`config.mk`:
```
export PLATFORM = sky130hd
export DESIGN_NAME = sram_addr_gen_flat
export DESIGN_NICKNAME = d
export VERILOG_FILES = /design/src/rtl/sram_addr_gen_if.sv /design/src/rtl/sram_addr_gen.sv /design/src/flat_wrapper.sv
export SDC_FILE = /design/constraint.sdc
export NUM_CORES = 1
export LEC_CHECK = 0
export CAP_MARGIN = 20
export CORE_MARGIN = 5
export CORE_UTILIZATION = 50
export CTS_BUF_LIST = sky130_fd_sc_hd__clkbuf_4 sky130_fd_sc_hd__clkbuf_8
export DETAILED_ROUTE_END_ITERATION = 8
export GPL_TIMING_DRIVEN = 1
export PLACE_DENSITY = 0.82
export SLEW_MARGIN = 20
export SYNTH_ARGS = -nofsm -noshare
export SYNTH_HDL_FRONTEND = slang
export SYNTH_SLANG_ARGS = --single-unit
```
`constraint.sdc`:
```
create_clock -name avr_clk -period 3.7 [get_ports avr_clk]
set_input_delay 0.925 -clock avr_clk [delete_from_list [all_inputs] [get_ports avr_clk]]
set_output_delay 0.925 -clock avr_clk [all_outputs]
set_load 0.03 [all_outputs]
```
`src/rtl/sram_addr_gen_if.sv`:
```
// ---------------------------------------------------------------------------
// sram_addr_gen_if
//
// Bundles the signals between the command decoder / SNES bus and the SRAM
// address generator.
//
//   sreg_en_n  : serial load enable, active low          (master -> slave)
//   si         : serial data bit                         (master -> slave)
//   si_strobe  : sample si on this cycle                 (master -> slave)
//   counter_n  : increment request, falling-edge active  (master -> slave)
//   snes_mode  : 1 = drive SNES address onto SRAM        (master -> slave)
//   snes_addr  : SNES-side address                       (master -> slave)
//   sram_addr  : address presented to the SRAM pins      (slave -> master)
//   addr_reg   : committed internal address (debug)      (slave -> master)
//   bit_cnt    : bits shifted in the current load        (slave -> master)
//   busy       : serial load in progress                 (slave -> master)
//   load_done  : one-cycle pulse on commit               (slave -> master)
//   wrap       : one-cycle pulse when an increment wraps (slave -> master)
// ---------------------------------------------------------------------------
interface sram_addr_gen_if #(
    parameter int ADDR_WIDTH = 21
);
    localparam int CNT_WIDTH = $clog2(ADDR_WIDTH + 1);

    logic                  sreg_en_n;
    logic                  si;
    logic                  si_strobe;
    logic                  counter_n;
    logic                  snes_mode;
    logic [ADDR_WIDTH-1:0] snes_addr;
    logic [ADDR_WIDTH-1:0] sram_addr;
    logic [ADDR_WIDTH-1:0] addr_reg;
    logic [CNT_WIDTH-1:0]  bit_cnt;
    logic                  busy;
    logic                  load_done;
    logic                  wrap;

    modport master (
        output sreg_en_n, si, si_strobe, counter_n, snes_mode, snes_addr,
        input  sram_addr, addr_reg, bit_cnt, busy, load_done, wrap
    );

    modport slave (
        input  sreg_en_n, si, si_strobe, counter_n, snes_mode, snes_addr,
        output sram_addr, addr_reg, bit_cnt, busy, load_done, wrap
    );
endinterface

```
`src/rtl/sram_addr_gen.sv`:
```
// ---------------------------------------------------------------------------
// sram_addr_gen
//
// SRAM address generator for the AVR-to-SRAM path. The AVR shifts an address
// in serially; a bit counter tracks progress and the address is committed
// either when all ADDR_WIDTH bits have arrived or when the AVR releases the
// load enable early (partial load, unshifted bits stay 0). While idle, every
// falling edge of counter_n advances the committed address by STEP, wrapping
// past ADDR_MAX. The SRAM address pins are muxed between the internal address
// and the SNES bus.
//
// Ports:
//   avr_clk   : system clock, all logic on the rising edge
//   avr_reset : asynchronous active-high reset
//   bus       : sram_addr_gen_if slave modport (see interface header)
//
// Parameters:
//   ADDR_WIDTH : address width
//   ADDR_MAX   : highest legal address; incrementing past it wraps
//   STEP       : increment per counter pulse, 1 <= STEP <= ADDR_MAX
//   MSB_FIRST  : 1 = bits enter at the LSB and move toward the MSB
//                0 = bits enter at the MSB and move toward the LSB
// ---------------------------------------------------------------------------
module sram_addr_gen #(
    parameter int                    ADDR_WIDTH = 21,
    parameter logic [ADDR_WIDTH-1:0] ADDR_MAX   = {ADDR_WIDTH{1'b1}},
    parameter int                    STEP       = 1,
    parameter bit                    MSB_FIRST  = 1'b1
) (
    input  logic           avr_clk,
    input  logic           avr_reset,
    sram_addr_gen_if.slave bus
);

    localparam int CNT_WIDTH = $clog2(ADDR_WIDTH + 1);

    // Increment arithmetic is one bit wider than the address so neither the
    // sum nor the wrap threshold can overflow silently.
    localparam logic [ADDR_WIDTH:0]  MAX_X    = {1'b0, ADDR_MAX};
    localparam logic [ADDR_WIDTH:0]  STEP_X   = (ADDR_WIDTH + 1)'(STEP);
    localparam logic [ADDR_WIDTH:0]  LIMIT_X  = MAX_X + 1'b1;
    localparam logic [ADDR_WIDTH:0]  THRESH_X = MAX_X - STEP_X;
    localparam logic [CNT_WIDTH-1:0] FULL_CNT = CNT_WIDTH'(ADDR_WIDTH);

    typedef enum logic [1:0] {
        IDLE   = 2'd0,
        SHIFT  = 2'd1,
        COMMIT = 2'd2
    } state_t;

    state_t                  state_reg;
    state_t                  state_next;
    logic [ADDR_WIDTH-1:0]   shift_reg;
    logic [ADDR_WIDTH-1:0]   addr_reg_q;
    logic [CNT_WIDTH-1:0]    bit_cnt_reg;
    logic                    counter_n_reg;
    logic                    wrap_reg;

    logic                    take_bit;
    logic [CNT_WIDTH-1:0]    bit_cnt_next;
    logic [ADDR_WIDTH-1:0]   shift_next;
    logic                    start_load;
    logic                    inc_fire;
    logic [ADDR_WIDTH:0]     inc_sum;
    logic                    inc_wraps;
    logic [ADDR_WIDTH-1:0]   inc_addr;
    logic                    busy_c;
    logic                    load_done_c;

    // ------------------------------------------------------------------
    // Serial datapath helpers
    // ------------------------------------------------------------------
    // A strobe only counts in SHIFT and only until the buffer is full;
    // anything beyond that is ignored.
    assign take_bit     = (state_reg == SHIFT) && bus.si_strobe &&
                          (bit_cnt_reg < FULL_CNT);
    assign bit_cnt_next = bit_cnt_reg + {{(CNT_WIDTH-1){1'b0}}, take_bit};

    generate
        if (MSB_FIRST) begin : g_msb_first
            assign shift_next = {shift_reg[ADDR_WIDTH-2:0], bus.si};
        end else begin : g_lsb_first
            assign shift_next = {bus.si, shift_reg[ADDR_WIDTH-1:1]};
        end
    endgenerate

    // Any transition into SHIFT starts a fresh load.
    assign start_load = (state_next == SHIFT) && (state_reg != SHIFT);

    // ------------------------------------------------------------------
    // Increment helpers
    // ------------------------------------------------------------------
    // Falling edge of counter_n, honoured only in IDLE. Edges seen during a
    // load or commit are simply lost, which also makes commit win over a
    // coincident increment.
    assign inc_fire  = (state_reg == IDLE) && counter_n_reg && !bus.counter_n;
    assign inc_sum   = {1'b0, addr_reg_q} + STEP_X;
    assign inc_wraps = ({1'b0, addr_reg_q} > THRESH_X);
    assign inc_addr  = ADDR_WIDTH'(inc_wraps ? (inc_sum - LIMIT_X) : inc_sum);

    // ------------------------------------------------------------------
    // FSM: state register
    // ------------------------------------------------------------------
    always_ff @(posedge avr_clk or posedge avr_reset) begin
        if (avr_reset) begin
            state_reg <= IDLE;
        end else begin
            state_reg <= state_next;
        end
    end

    // ------------------------------------------------------------------
    // FSM: next-state logic
    // ------------------------------------------------------------------
    always_comb begin
        state_next = state_reg;
        unique case (state_reg)
            IDLE: begin
                if (!bus.sreg_en_n) begin
                    state_next = SHIFT;
                end
            end
            SHIFT: begin
                // Uses the count including this cycle's strobe so that a
                // strobe coinciding with release is taken before committing.
                if (bit_cnt_next == FULL_CNT) begin
                    state_next = COMMIT;
                end else if (bus.sreg_en_n) begin
                    state_next = (bit_cnt_next != '0) ? COMMIT : IDLE;
                end
            end
            COMMIT: begin
                state_next = bus.sreg_en_n ? IDLE : SHIFT;
            end
            default: begin
                state_next = IDLE;
            end
        endcase
    end

    // ------------------------------------------------------------------
    // FSM: output logic
    // ------------------------------------------------------------------
    always_comb begin
        busy_c      = 1'b0;
        load_done_c = 1'b0;
        unique case (state_reg)
            SHIFT:   busy_c      = 1'b1;
            COMMIT:  load_done_c = 1'b1;
            default: ;
        endcase
    end

    // ------------------------------------------------------------------
    // Shift buffer and bit counter
    // ------------------------------------------------------------------
    always_ff @(posedge avr_clk or posedge avr_reset) begin
        if (avr_reset) begin
            shift_reg   <= '0;
            bit_cnt_reg <= '0;
        end else if (start_load) begin
            shift_reg   <= '0;
            bit_cnt_reg <= '0;
        end else if (take_bit) begin
            shift_reg   <= shift_next;
            bit_cnt_reg <= bit_cnt_next;
        end
    end

    // ------------------------------------------------------------------
    // Committed address, counter edge detect and wrap pulse
    // ------------------------------------------------------------------
    always_ff @(posedge avr_clk or posedge avr_reset) begin
        if (avr_reset) begin
            addr_reg_q    <= '0;
            counter_n_reg <= 1'b1;   // idle-high, so releasing reset is not an edge
            wrap_reg      <= 1'b0;
        end else begin
            counter_n_reg <= bus.counter_n;
            wrap_reg      <= 1'b0;
            if (state_reg == COMMIT) begin
                addr_reg_q <= shift_reg;
            end else if (inc_fire) begin
                addr_reg_q <= inc_addr;
                wrap_reg   <= inc_wraps;
            end
        end
    end

    // ------------------------------------------------------------------
    // Outputs
    // ------------------------------------------------------------------
    assign bus.sram_addr = bus.snes_mode ? bus.snes_addr : addr_reg_q;
    assign bus.addr_reg  = addr_reg_q;
    assign bus.bit_cnt   = bit_cnt_reg;
    assign bus.busy      = busy_c;
    assign bus.load_done = load_done_c;
    assign bus.wrap      = wrap_reg;

endmodule

```
`src/flat_wrapper.sv`:
```
// flat-port wrapper written by rule: the top's interface ports become plain ports
module sram_addr_gen_flat 
#(
    parameter int                    ADDR_WIDTH = 21,
    parameter logic [ADDR_WIDTH-1:0] ADDR_MAX   = {ADDR_WIDTH{1'b1}},
    parameter int                    STEP       = 1,
    parameter bit                    MSB_FIRST  = 1'b1
)
  (avr_clk, avr_reset, bus_sreg_en_n, bus_si, bus_si_strobe, bus_counter_n, bus_snes_mode, bus_snes_addr, bus_sram_addr, bus_addr_reg, bus_bit_cnt, bus_busy, bus_load_done, bus_wrap);
  sram_addr_gen_if #(.ADDR_WIDTH(ADDR_WIDTH)) bus_i ();
  input  logic avr_clk;
  input  logic avr_reset;
  input wire logic [$bits(bus_i.sreg_en_n)-1:0] bus_sreg_en_n;
  input wire logic [$bits(bus_i.si)-1:0] bus_si;
  input wire logic [$bits(bus_i.si_strobe)-1:0] bus_si_strobe;
  input wire logic [$bits(bus_i.counter_n)-1:0] bus_counter_n;
  input wire logic [$bits(bus_i.snes_mode)-1:0] bus_snes_mode;
  input wire logic [$bits(bus_i.snes_addr)-1:0] bus_snes_addr;
  output wire logic [$bits(bus_i.sram_addr)-1:0] bus_sram_addr;
  output wire logic [$bits(bus_i.addr_reg)-1:0] bus_addr_reg;
  output wire logic [$bits(bus_i.bit_cnt)-1:0] bus_bit_cnt;
  output wire logic [$bits(bus_i.busy)-1:0] bus_busy;
  output wire logic [$bits(bus_i.load_done)-1:0] bus_load_done;
  output wire logic [$bits(bus_i.wrap)-1:0] bus_wrap;
  assign bus_i.sreg_en_n = bus_sreg_en_n;
  assign bus_i.si = bus_si;
  assign bus_i.si_strobe = bus_si_strobe;
  assign bus_i.counter_n = bus_counter_n;
  assign bus_i.snes_mode = bus_snes_mode;
  assign bus_i.snes_addr = bus_snes_addr;
  assign bus_sram_addr = bus_i.sram_addr;
  assign bus_addr_reg = bus_i.addr_reg;
  assign bus_bit_cnt = bus_i.bit_cnt;
  assign bus_busy = bus_i.busy;
  assign bus_load_done = bus_i.load_done;
  assign bus_wrap = bus_i.wrap;
  sram_addr_gen #(.ADDR_WIDTH(ADDR_WIDTH), .ADDR_MAX(ADDR_MAX), .STEP(STEP), .MSB_FIRST(MSB_FIRST)) u_core (.avr_clk(avr_clk), .avr_reset(avr_reset), .bus(bus_i));
endmodule
```
==> reports/metrics.cfg, run 1 <==
[clock_network]
cts_hold_buf=0
cts_buffer_depth=2
htreeDepth=2
clk_pin_slew_ns=0.09
clkLatencyLatePin_ns=0.31
cts_sinks=51
post_cts_resized=0
cts_setup_buffers=0
numCtsBuffers=5
cts-root-buf=clkbuf_8
cts_tree=yes

[timing]
period_share_pct=94.8
final-setup-viol-count=0
rsz0062_at_grt=no
drv_slew=0
fin_skew_ns=0.0106
max_clock_freq_mhz=285
max-slew-margin-rel_pct=42.9
tightest_slew_ns=0.855
tns_ns=0
hold_viol=0
min_period_ns=3.51

[floorplan]
die_height_um=86.1
rows=27
ios=78
die-width_um=86.1
core_area_um2=5570
start_util_pct=51.9
design.die.area_um2=7410

[pwr]
leakagePower_nw=1.68
peakVddDrop_mv=0.347
power.density_nw_per_um2=408

[route]
postRouteAntennaNets=0
firstDrtPassIters=4
totalWireLength_um=7570
post_drt_wl_per_cell_um=17.2
drt-initial-drc-count=237
drc=0
via_per_inst=6.10
vias=2683

[layout]
design_area_um2=3810
drive_gt1_share_pct=11.1
diodes=0
fillers=457
final_common_cell=clkdlybuf4s50_1
areaGrowthSynthToFinish_pct=31.8
final_cell_mix=75 x clkdlybuf4s50_1, 51 x nand2_1, 50 x dfrtp_1
num-nets-final=399

[logic_synthesis]
ys_ff_latch=51
synthFlopType=dfrtp_1
synthXorXnorAreaFrac_pct=0.606
synth-adder-area-share_pct=1.73
synth.avg_cell_area_um2=9.84
yosysUniqueCellTypes=47
mappedNetlistArea_um2=2890
synth_nets=326
yosysSeqAreaShare_pct=44.2
synth-async-reset-ratio_pct=100
synthCells=294
muxShareOfSynthArea_pct=15.4
synth_compound_area_share_pct=12.8
ys_warn_count=0
synth_edf_count=0
synth_top_family_by_area=simple AND/OR/NAND/NOR gates
synth-simple-area-share_pct=21.7

[global_routing]
grt_pass1_wl_um=12700
grt_max_degree=52
antenna_found_initial=0
grt_usage_pct=21.2
gr-total-overflow=0
grt_pass1_vias=2567

[place]
io_buffers=77
routabilityCongestion=0.909
placed_area_um2=3730
hpwl_um=5600

[critical_path]
endpoint_kind=primary output
critPathRequiredTime_ns=2.77
worstPathArrival_ns=2.58
criticalPathCategory=in -> out
cp-start-kind=input port
critPathMaxFanout=23

[worst_hold_path]
hold_path.class=reg -> reg

[job]
maxCapViolations=0

[run_status]
status=completed

routing by layer:
metal | global-route usage (%) | routed length (um) | vias up
met1 | 29.2 | 3210 | 1296
met2 | 33.1 | 3560 | 120
met4 | 6.91 | 150 | 0
met3 | 4.42 | 649 | 20
li1 | - | - | 1247
met5 | 0 | 0 | -
final timing paths:
path	start	endpoint	slack (ns)	cells after the start
worst max-delay path	bus_snes_mode	bus_sram_addr[2]	0.19	4
worst min-delay path	u_core.shift_reg[19]	u_core.bus.addr_reg[19]	0.50	2
worst max register to register	u_core.bus.bit_cnt[1]	u_core.state_reg[1]	1.09	9
worst min register to register	u_core.shift_reg[19]	u_core.bus.addr_reg[19]	0.50	2
max in group asynchronous	avr_reset	u_core.counter_n_reg	1.98	3
min in group asynchronous	avr_reset	u_core.bus.addr_reg[2]	1.09	2
cell usage after synthesis, types with 2 or more instances:
| library cell | instances | area share (%) |
|---|---|---|
| o21ai_0 | 15 | 2.6 |
| nand3_1 | 21 | 3.6 |
| ha_1 | 4 | 1.7 |
| nor4_1 | 2 | 0.43 |
| o21a_1 | 2 | 0.52 |
| nor2_1 | 4 | 0.52 |
| dfrtp_1 | 50 | 43 |
| or4b_1 | 2 | 0.69 |
| nand4_1 | 8 | 1.7 |
| nand2_1 | 51 | 6.6 |
| and3_1 | 5 | 1.1 |
| o311ai_0 | 8 | 2.4 |
| and2_1 | 3 | 0.65 |
| inv_1 | 9 | 1.2 |
| mux2_2 | 19 | 7.4 |
| a221o_1 | 3 | 1.0 |
| a22oi_1 | 2 | 0.52 |
| or4_1 | 7 | 1.8 |
| buf_2 | 7 | 1.2 |
| clkbuf_1 | 8 | 1.0 |
| o31ai_1 | 3 | 0.78 |
| a21boi_0 | 2 | 0.52 |
| o221ai_1 | 2 | 0.61 |
| nor3_1 | 2 | 0.35 |
| o211ai_1 | 7 | 1.8 |
| mux2i_1 | 23 | 8.0 |
| and4_1 | 3 | 0.91 |
| a21oi_1 | 3 | 0.52 |
area by class of cell:
class	instances	area, um2	area share [%]
inverter	9	35.0	0.919
sequential	51	1280	33.5
clock inverter	3	15.0	0.394
tap	72	90.1	2.36
clock buffer	5	68.8	1.80
timing repair buffer	82	816	21.4
multi-input combinational	218	1510	39.6
per-stage QoR:
stage | worst slack (ns) | instances | hold WS, ns | total power, W | util (%)
2_1_floorplan | 0.642 | 294 | 0.449 | 0.00102 | -
3_3_place_gp | 0.233 | 432 | 0.474 | 0.00124 | 66.9
3_5_place_dp | 0.179 | 432 | 0.483 | 0.00125 | 66.9
4_1_cts | 0.182 | 440 | 0.505 | 0.00157 | 68.4
5_1_grt | 0.151 | 440 | 0.548 | 0.00163 | 68.4
6_report | 0.193 | 440 | 0.497 | 0.00156 | 68.4
cell families after synthesis:
group / after synthesis
adder cells (fa/ha/maj): 4
AND/OR/NAND/NOR: 118
flip-flops: 51
multiplexers: 42
AO/OA/AOI/OAI: 52
XOR/XNOR: 2
buffers and inverters: 25
power breakdown:
| group | switching, W | leakage [nW] | internal, W |
|---|---|---|---|
| clock network | 0.000187 | 0.0477 | 0.000130 |
| logic | 0.000310 | 0.931 | 0.000240 |
| registers | 0.0000783 | 0.699 | 0.000610 |
| total | 0.000576 | 1.68 | 0.000980 |
critical path: stages:
cell             delay, ns
clkdlybuf4s50_1       0.52
buf_12                0.18
mux2_2                0.35
clkdlybuf4s50_1       0.60
(Power assumes the default switching activity.)
==> run 2: changes to the inputs <==
PLACE_DENSITY = default   (was 0.82)
PLACE_DENSITY_LB_ADDON = 0.05   (was default)
RECOVER_POWER = 100   (was default)
==> run 2 against run 1 <==
  * The flow now finishes with violations (max-capacitance violations, max-slew violations)
  * Sequential cell count did not move
  * Cell area rose by 0.26%
  * Routed wire length fell by 3.3%
  * Critical path depth did not move
  * Worst setup slack got worse by 0.076 ns
  * Clock skew fell by 0.0060 ns
  * Critical endpoint is now bus_sram_addr[18]
  * Register-to-register slack barely moved
  * Global-route usage fell by 0.56 points
  * Non-clock buffer count rose by 1
  * Largest cell class unchanged
  * Clock-buffer cell count rose by 3
  * Sequential share of layout area fell by 0.088 points
==> reports/metrics.cfg, run 2 (synthesized netlist as in run 1, its figures left out) <==
[pwr]
p_int_w=0.00100  ; +2.3%
seqPwrFrac_pct=44.0  ; -0.2 points
peakVddDrop_mv=0.288  ; -17%
swShare_pct=35.9  ; -1.1 points
pwr-share-comb_pct=33.3  ; -2.0 points
switchingPower_w=0.000560  ; -2.6%
leakagePower_nw=1.79  ; +6.7%
p_clk_share_pct=22.7  ; +2.3 points
power.density_nw_per_um2=409  ; +0.21%

[critical_path]
crit_start=bus_snes_mode
worstPathArrival_ns=2.66  ; +0.08 ns
crit_path_end=bus_sram_addr[18]
r2r_end=u_core.state_reg[1]
rr_worst_depth=9  ; unchanged
cp-start-kind=input port
path_cells=clkdlybuf4s50_1 -> buf_12 -> mux2_2 -> dlygate4sd3_1
cp_slowest_cell=dlygate4sd3_1
cp_slowest_stage_delay_ns=0.69  ; +0.09 ns
critPathMaxFanout=23  ; unchanged
r2r_setup_slack_ns=1.10  ; about the same
endpoint_kind=primary output
criticalPathCategory=in -> out
reg2reg_from=u_core.state_reg[0]
critPathRequiredTime_ns=2.77  ; about the same

[clock_network]
cts_sinks=51  ; unchanged
cts_buffer_depth=2  ; unchanged
htreeDepth=2  ; unchanged
clkLatencyLatePin_ns=0.30  ; about the same
cts-root-buf=clkbuf_8
cts_setup_buffers=0  ; unchanged
cts_hold_buf=0  ; unchanged
numCtsBuffers=5  ; unchanged
post_cts_resized=0  ; unchanged
cts_tree=yes
clk_pin_slew_ns=0.09  ; about the same

[route]
post_drt_wl_per_cell_um=16.6  ; -3.5%
vias=2639  ; -1.6%
postRouteAntennaNets=0  ; unchanged
firstDrtPassIters=5  ; +1
totalWireLength_um=7320  ; -3.3%
drt-initial-drc-count=157  ; -34%
via_per_inst=5.98  ; -1.9%
drc=0  ; unchanged

[timing]
final-setup-viol-count=0  ; unchanged
holdWs_ns=0.506  ; +0.00906 ns
hold_viol=0  ; unchanged
max-slew-margin-rel_pct=-1.74  ; -45 points
min_period_ns=3.58  ; +0.0759 ns
drv_slew=28  ; +28
fin_skew_ns=0.00460  ; -0.00599 ns
max_clock_freq_mhz=279  ; -2.1%
period_share_pct=96.8  ; +2.1 points
tns_ns=0  ; unchanged
rsz0062_at_grt=no
tightest_slew_ns=1.53  ; +0.671 ns

[floorplan]
die-width_um=86.1  ; unchanged
design.die.area_um2=7410  ; unchanged
rows=27  ; unchanged
ios=78  ; unchanged
start_util_pct=51.9  ; unchanged
die_height_um=86.1  ; unchanged
core_area_um2=5570  ; unchanged

[place]
placed_area_um2=3740  ; +0.20%
routabilityCongestion=0.853  ; -6.1%
hpwl_um=5230  ; -6.6%
io_buffers=77  ; unchanged

[job]
maxCapViolations=1  ; +1

[layout]
fillers=471  ; +3.1%
fin_util_pct=68.6  ; +0.18 points
num-nets-final=400  ; +0.25%
drive_gt1_share_pct=10.0  ; -1.1 points
areaGrowthSynthToFinish_pct=32.2
final_cell_mix=51 x nand2_1, 50 x dfrtp_1, 48 x dlygate4sd3_1
design_area_um2=3820  ; +0.26%
final_common_cell=nand2_1
diodes=0  ; unchanged

[global_routing]
antenna_found_initial=0  ; unchanged
grt_max_degree=52  ; unchanged
grt_usage_pct=20.6  ; -0.56 points
grt_pass1_wl_um=12300  ; -2.8%
gr-total-overflow=0  ; unchanged
grt_pass1_vias=2593  ; +1.0%

[run_status]
status=complete, but fails checks
violations=max-capacitance violations, max-slew violations

[worst_hold_path]
hold_path.class=reg -> reg

-- run 2: cell count changes in the layout (fill, tap and decap cells not counted), moves of 2 or more --
| cell | change |
|---|---|
| clkdlybuf4s50_1 | -48 |
| buf_4 | -2 |
| clkbuf_8 | +2 |
| clkbuf_1 | +2 |
| clkinv_2 | -4 |
| dlygate4sd3_1 | +48 |
-- run 2: worst max-delay path, delay by kind of cell --
| kind | cells | cell delay (ns) |
|---|---|---|
| buffers and inverters | 3 | 1.37 |
| muxes | 1 | 0.35 |
-- run 2: worst min path at each step --
stage | startpoint | endpoint | slack [ns] | depth (start not counted)
floorplan | u_core.shift_reg[13] | u_core.bus.addr_reg[13] | 0.45 | 2
global placement | u_core.shift_reg[15] | u_core.bus.addr_reg[15] | 0.48 | 2
detailed placement | u_core.shift_reg[15] | u_core.bus.addr_reg[15] | 0.49 | 2
CTS | u_core.shift_reg[15] | u_core.bus.addr_reg[15] | 0.51 | 2
global route | u_core.shift_reg[12] | u_core.bus.addr_reg[12] | 0.54 | 2
finish | u_core.shift_reg[15] | u_core.bus.addr_reg[15] | 0.51 | 2
-- run 2: power by group through the flow --
| stage | clock (W) | sequential [W] | combinational (W) |
|---|---|---|---|
| 2_1_floorplan | 0 | 0.000751 | 0.000264 |
| 3_3_place_gp | 0 | 0.000696 | 0.000546 |
| 3_5_place_dp | 0 | 0.000699 | 0.000549 |
| 4_1_cts | 0.000366 | 0.000688 | 0.000552 |
| 5_1_grt | 0.000393 | 0.000700 | 0.000562 |
| 6_report | 0.000355 | 0.000687 | 0.000521 |
-- run 2: area by class of cell --
class | instances | area [um2] | share of cell area [%]
well taps | 72 | 90.1 | 2.36
flip-flops and latches | 51 | 1280 | 33.4
inverters | 9 | 33.8 | 0.884
clock buffers | 8 | 104 | 2.72
repair buffers | 83 | 813 | 21.3
multi-input cells | 218 | 1510 | 39.4
-- run 2: metal layers --
layer  routed length (um)  GRT usage [%]
met5                    0              0
met3                  643           5.38
met2                 3470           33.6
met4                  118           6.76
met1                 3090           26.6
-- run 2: stage by stage --
stage / instances / worst slack, ns / power (W)
2_1_floorplan: 294 / 0.642 / 0.00102
3_5_place_dp: 433 / 0.183 / 0.00125
6_report: 441 / 0.117 / 0.00156
4_1_cts: 441 / 0.182 / 0.00161
3_3_place_gp: 433 / 0.221 / 0.00124
5_1_grt: 441 / 0.0832 / 0.00166
==> variant 1, RTL diff (config.mk and constraints of run 1) <==
`MSB_FIRST` is set to 1'b1 in 2 places; all go to 1'b0.
--- a/src/rtl/sram_addr_gen.sv
+++ b/src/rtl/sram_addr_gen.sv
@@ -27,3 +27,3 @@
     parameter int                    STEP       = 1,
-    parameter bit                    MSB_FIRST  = 1'b1
+    parameter bit                    MSB_FIRST  = 1'b0
 ) (
--- a/src/flat_wrapper.sv
+++ b/src/flat_wrapper.sv
@@ -6,3 +6,3 @@
     parameter int                    STEP       = 1,
-    parameter bit                    MSB_FIRST  = 1'b1
+    parameter bit                    MSB_FIRST  = 1'b0
 )
Formal check against the unedited RTL: not equivalent (a bounded check fails within 4 cycles, from zero or initial values and one cycle with avr_reset high).
==> variant 1 against run 1 <==
Sequential share of layout area fell by 0.055 points; wire length rose by 2.8%; utilization rose by 0.11 points; worst setup slack got worse by 0.00069 ns; power rose by 7.0%; synthesized cell count fell by 0.34%; synthesized area rose by 0.22%; critical path depth did not move; register-to-register slack got worse by 0.06 ns; first-iteration DRC count fell by 9.3%; global-route usage fell by 0.075 points; cell count fell by 0.45%; sequential cell count did not move; final area rose by 0.16%.
==> variant 1: results (changes against run 1) <==
- The detailed route wirelength on metal3 is 786 µm (was 649 µm).
- The number of design-rule violations left by the first detailed-router iteration is 215 (was 237).
- The headroom to the max-slew limit is 42.0% (was 42.9%).
- The end point of the critical path is bus_sram_addr[18] (was bus_sram_addr[2]).
- The fraction of the mapped netlist area in compound gates is 12.7% (was 12.8%).
- The final RePlAce weighted congestion came to 0.819 (was 0.909).
- The average footprint of a synthesized cell was 9.89 µm² (was 9.84 µm²).
- The cell family with the largest share of critical-path delay is buffers and inverters (unchanged).
- The global-route usage over all layers is 21.1% (was 21.2%).
- The peak supply drop is 0.292 mV (was 0.347 mV).
- The wire length of the first global-routing pass came to 12800 µm (was 12700 µm).
- The multiplexer fraction of the synthesized cell area is 15.3% (was 15.4%).
- Run status: complete, no violations (unchanged).
- The buffer depth of the longest clock path is 2 (unchanged).
- The pin count of the biggest net entering global routing is 52 (unchanged).
- The fill cell total of the finished layout came to 456 (was 457).
- The warning count from the yosys run came to 0 (unchanged).
- Cell types occupying the most area after synthesis: sky130_fd_sc_hd__dfrtp_1, sky130_fd_sc_hd__mux2i_1, sky130_fd_sc_hd__mux2_2 (unchanged).
- The number of cells after detailed placement is 430 (was 432).
- The half-perimeter wire length after detailed placement was 5670 µm (was 5600 µm).
- The via count of the first global-routing pass is 2648 (was 2567).
- The clock-pin slew on the worst setup and hold paths is around 0.10 ns.
- The number of nets in the final layout is 397 (was 399).
- The total of cells resized after clock tree synthesis is 0 (unchanged).
- The register-to-register setup slack was 1.03 ns (was 1.09 ns).
- The wire length per cell is 17.8 µm (was 17.2 µm).
- The worst clock skew on the final layout was 0.00673 ns (was 0.0106 ns).
- The xor/xnor cell area share of the yosys netlist is 0.604% (was 0.606%).
- The fraction of layout instances using a drive strength above 1 was 11.2% (was 11.1%).
- The data arrival time of the worst path is 2.58 ns (about the same).
- The detailed-routing iteration count for the pre-antenna-repair pass is 5 (was 4).
- The leakage power of the design is 0.00167 µW (was 0.00168 µW).
- The adder-cell share of the synthesized area is 1.73% (about the same).
- The routed metal-1 wirelength is 3280 µm (was 3210 µm).
- The portion of the post-synthesis area used by sequential elements was 44.1% (was 44.2%).
- The beginning of the critical path is bus_snes_mode (unchanged).
- The amount of wire on met2 after detailed routing is 3620 µm (was 3560 µm).
- The net count after synthesis is 325 (was 326).
- The total wirelength of the detailed-routed design was 7780 µm (was 7570 µm).
[variant 1: cell types whose count changed in the layout (fill, tap and decap cells not counted), sizes merged, moves of 2 or more]
| cell | run 1 | this run |
|---|---|---|
| clkinv | 4 | 1 |
| o21ai | 15 | 13 |
| clkinvlp | 0 | 2 |
| or4 | 7 | 9 |
[variant 1: worst min-delay path by stage]
stage | to | slack [ns] | depth (start not counted)
floorplan | u_core.bus.addr_reg[10] | 0.45 | 2
global placement | u_core.bus.addr_reg[10] | 0.49 | 2
detailed placement | u_core.bus.addr_reg[10] | 0.49 | 2
CTS | u_core.bus.addr_reg[10] | 0.51 | 2
global route | u_core.bus.addr_reg[1] | 0.55 | 1
finish | u_core.bus.addr_reg[10] | 0.52 | 2
[variant 1: cell families after synthesis]
group           after synthesis
compound gates               51
mux                          42
xor+xnor                      2
simple gates                119
flops                        51
buf+inv                      24
fa+ha+maj                     4
[variant 1: through the flow]
stage | utilization (%) | instance area (µm²)
floorplan | - | 2900
global placement | 66.8 | 3730
detailed placement | 66.8 | 3730
CTS | 68.5 | 3820
global route | 68.5 | 3820
finish | 68.5 | 3820
[variant 1: power by group]
part | internal (µW) | total, µW | switching (µW)
Combinational | 271 | 619 | 348
Clock | 136 | 333 | 197
Sequential | 619 | 713 | 94.0
[variant 1: area by class of cell]
class | instances | share of cell area, %
Multi-Input combinational cell | 218 | 39.8
Sequential cell | 51 | 33.4
Timing Repair Buffer | 81 | 21.2
Tap cell | 72 | 2.36
Clock buffer | 5 | 1.80
Inverter | 8 | 0.819
Clock inverter | 3 | 0.622
[variant 1: metal layers]
metal	track usage, %	vias to the layer above
li1	-	1245
met5	0	-
met1	27.9	1314
met4	5.04	0
met3	4.80	14
met2	35.0	152
==> variant 2, RTL diff (flow settings as in run 1) <==
Without the edit above. The 3 states of `state_t` get a one-hot encoding in 3 bits.
--- a/src/rtl/sram_addr_gen.sv
+++ b/src/rtl/sram_addr_gen.sv
@@ -44,6 +44,6 @@
 
-    typedef enum logic [1:0] {
-        IDLE   = 2'd0,
-        SHIFT  = 2'd1,
-        COMMIT = 2'd2
+    typedef enum logic [2:0] {
+        IDLE   = 3'b001,
+        SHIFT  = 3'b010,
+        COMMIT = 3'b100
     } state_t;
Behaviour: same outputs for any inputs over 10 cycles, from zero or initial values and one cycle with avr_reset high; not proved beyond that.
==> variant 2 against run 1 <==
Final area about the same; power increased by 28%; combinational power grew 42%; global-route usage up 0.17 points; synthesized area unchanged; wire length fell by 0.73%; sequential cell count is 1 higher; clock power rose by 32%; cell count is 4.3% lower; clock skew shrank 0.0017 ns; sequential share of layout area is 0.72 points higher; worst setup slack better by 0.023 ns.
==> variant 2: results (changes against run 1) <==
- The reported net switching power was 791 µW (was 576 µW).
- The post-placement setup slack is 0.214 ns (was 0.179 ns).
- The wire length of the first global-routing pass is 12700 µm (about the same).
- The detailed route wirelength on metal3 is 709 µm (was 649 µm).
- Cell types occupying the most area after synthesis: sky130_fd_sc_hd__dfrtp_1, sky130_fd_sc_hd__a22o_1, sky130_fd_sc_hd__mux2_2 (was sky130_fd_sc_hd__dfrtp_1, sky130_fd_sc_hd__mux2i_1, sky130_fd_sc_hd__mux2_2).
- The peak supply drop is 0.382 mV (was 0.347 mV).
- The worst clock skew on the final layout is 0.00890 ns (was 0.0106 ns).
- The global-route usage over all layers is 21.3% (was 21.2%).
- The cell area reported after detailed placement is 3690 µm² (was 3730 µm²).
- The net count after synthesis is 311 (was 326).
- The via-per-instance ratio came to 6.22 (was 6.10).
- The reg-to-reg critical path endpoint is u_core.state_reg[2] (was u_core.state_reg[1]).
- The power consumed by sequential cells is 795 µW (was 688 µW).
- The final RePlAce weighted congestion is 0.865 (was 0.909).
- The pin count of the biggest net entering global routing is 35 (was 52).
- The sequential power share came to 39.9% (was 44.2%).
- Run status: complete, no violations (unchanged).
- The met1 track utilization from global routing is 30.1% (was 29.2%).
- The via count is 2620 (was 2683).
- The met2 usage in global routing came to 31.8% (was 33.1%).
- The routed metal-1 wirelength was 3370 µm (was 3210 µm).
- The data arrival time of the worst path is 2.56 ns (was 2.58 ns).
- The part of the power in combinational logic is 39.1% (was 35.3%).
- The half-perimeter wire length after detailed placement is 5410 µm (was 5600 µm).
- The met3 demand-to-capacity share in global routing was 4.80% (was 4.42%).
- The amount of wire on met2 after detailed routing was 3330 µm (was 3560 µm).
- The pin slew with the least headroom to its limit is 0.706 ns (was 0.855 ns).
- The startpoint of the worst-slack reg-to-reg timing path is u_core.state_reg[0] (was u_core.bus.bit_cnt[1]).
- The end point of the critical path was bus_sram_addr[1] (was bus_sram_addr[2]).
- The number of cells after detailed placement came to 413 (was 432).
==> variant 2: cell count changes after synthesis, moves of 3 or more <==
cell and delta:
sky130_fd_sc_hd__xor2_1 +3, sky130_fd_sc_hd__o21ai_0 -7, sky130_fd_sc_hd__nand2_1 -28, sky130_fd_sc_hd__and2_1 +5, sky130_fd_sc_hd__a221o_1 +4, sky130_fd_sc_hd__a22oi_1 +3
sky130_fd_sc_hd__a22o_1 +24, sky130_fd_sc_hd__inv_1 -4, sky130_fd_sc_hd__mux2i_1 -23, sky130_fd_sc_hd__and3_1 -3
==> variant 2: logic make-up after synthesis <==
family                   Yosys count  synth area share [%]
AND/OR/NAND/NOR                  101                  20.3
XOR/XNOR                           5                  1.51
flip-flops                        52                  45.1
multiplexers                      17                  6.62
buffers and inverters             25                  4.33
adder cells (fa/ha/maj)            4                  1.73
AO/OA/AOI/OAI                     75                  20.5
==> variant 2: layout make-up <==
type                    instances  area, µm²
clock inverters                 2       38.8
multi-input cells             202       1460
fillers                       424       1760
well taps                      72       90.1
repair buffers                 81        803
flip-flops and latches         52       1300
inverters                       6       27.5
clock buffers                   6       82.6
==> variant 2: how the worst min path moves through the flow <==
| stage | slack (ns) | from | end |
|---|---|---|---|
| 3_3_place_gp | 0.49 | u_core.shift_reg[20] | u_core.shift_reg[20] |
| 2_1_floorplan | 0.45 | u_core.shift_reg[20] | u_core.bus.addr_reg[20] |
| 3_5_place_dp | 0.50 | u_core.shift_reg[4] | u_core.bus.addr_reg[4] |
| 4_1_cts | 0.52 | u_core.shift_reg[6] | u_core.bus.addr_reg[6] |
| 5_1_grt | 0.56 | u_core.shift_reg[20] | u_core.shift_reg[20] |
| 6_report | 0.53 | u_core.shift_reg[6] | u_core.bus.addr_reg[6] |
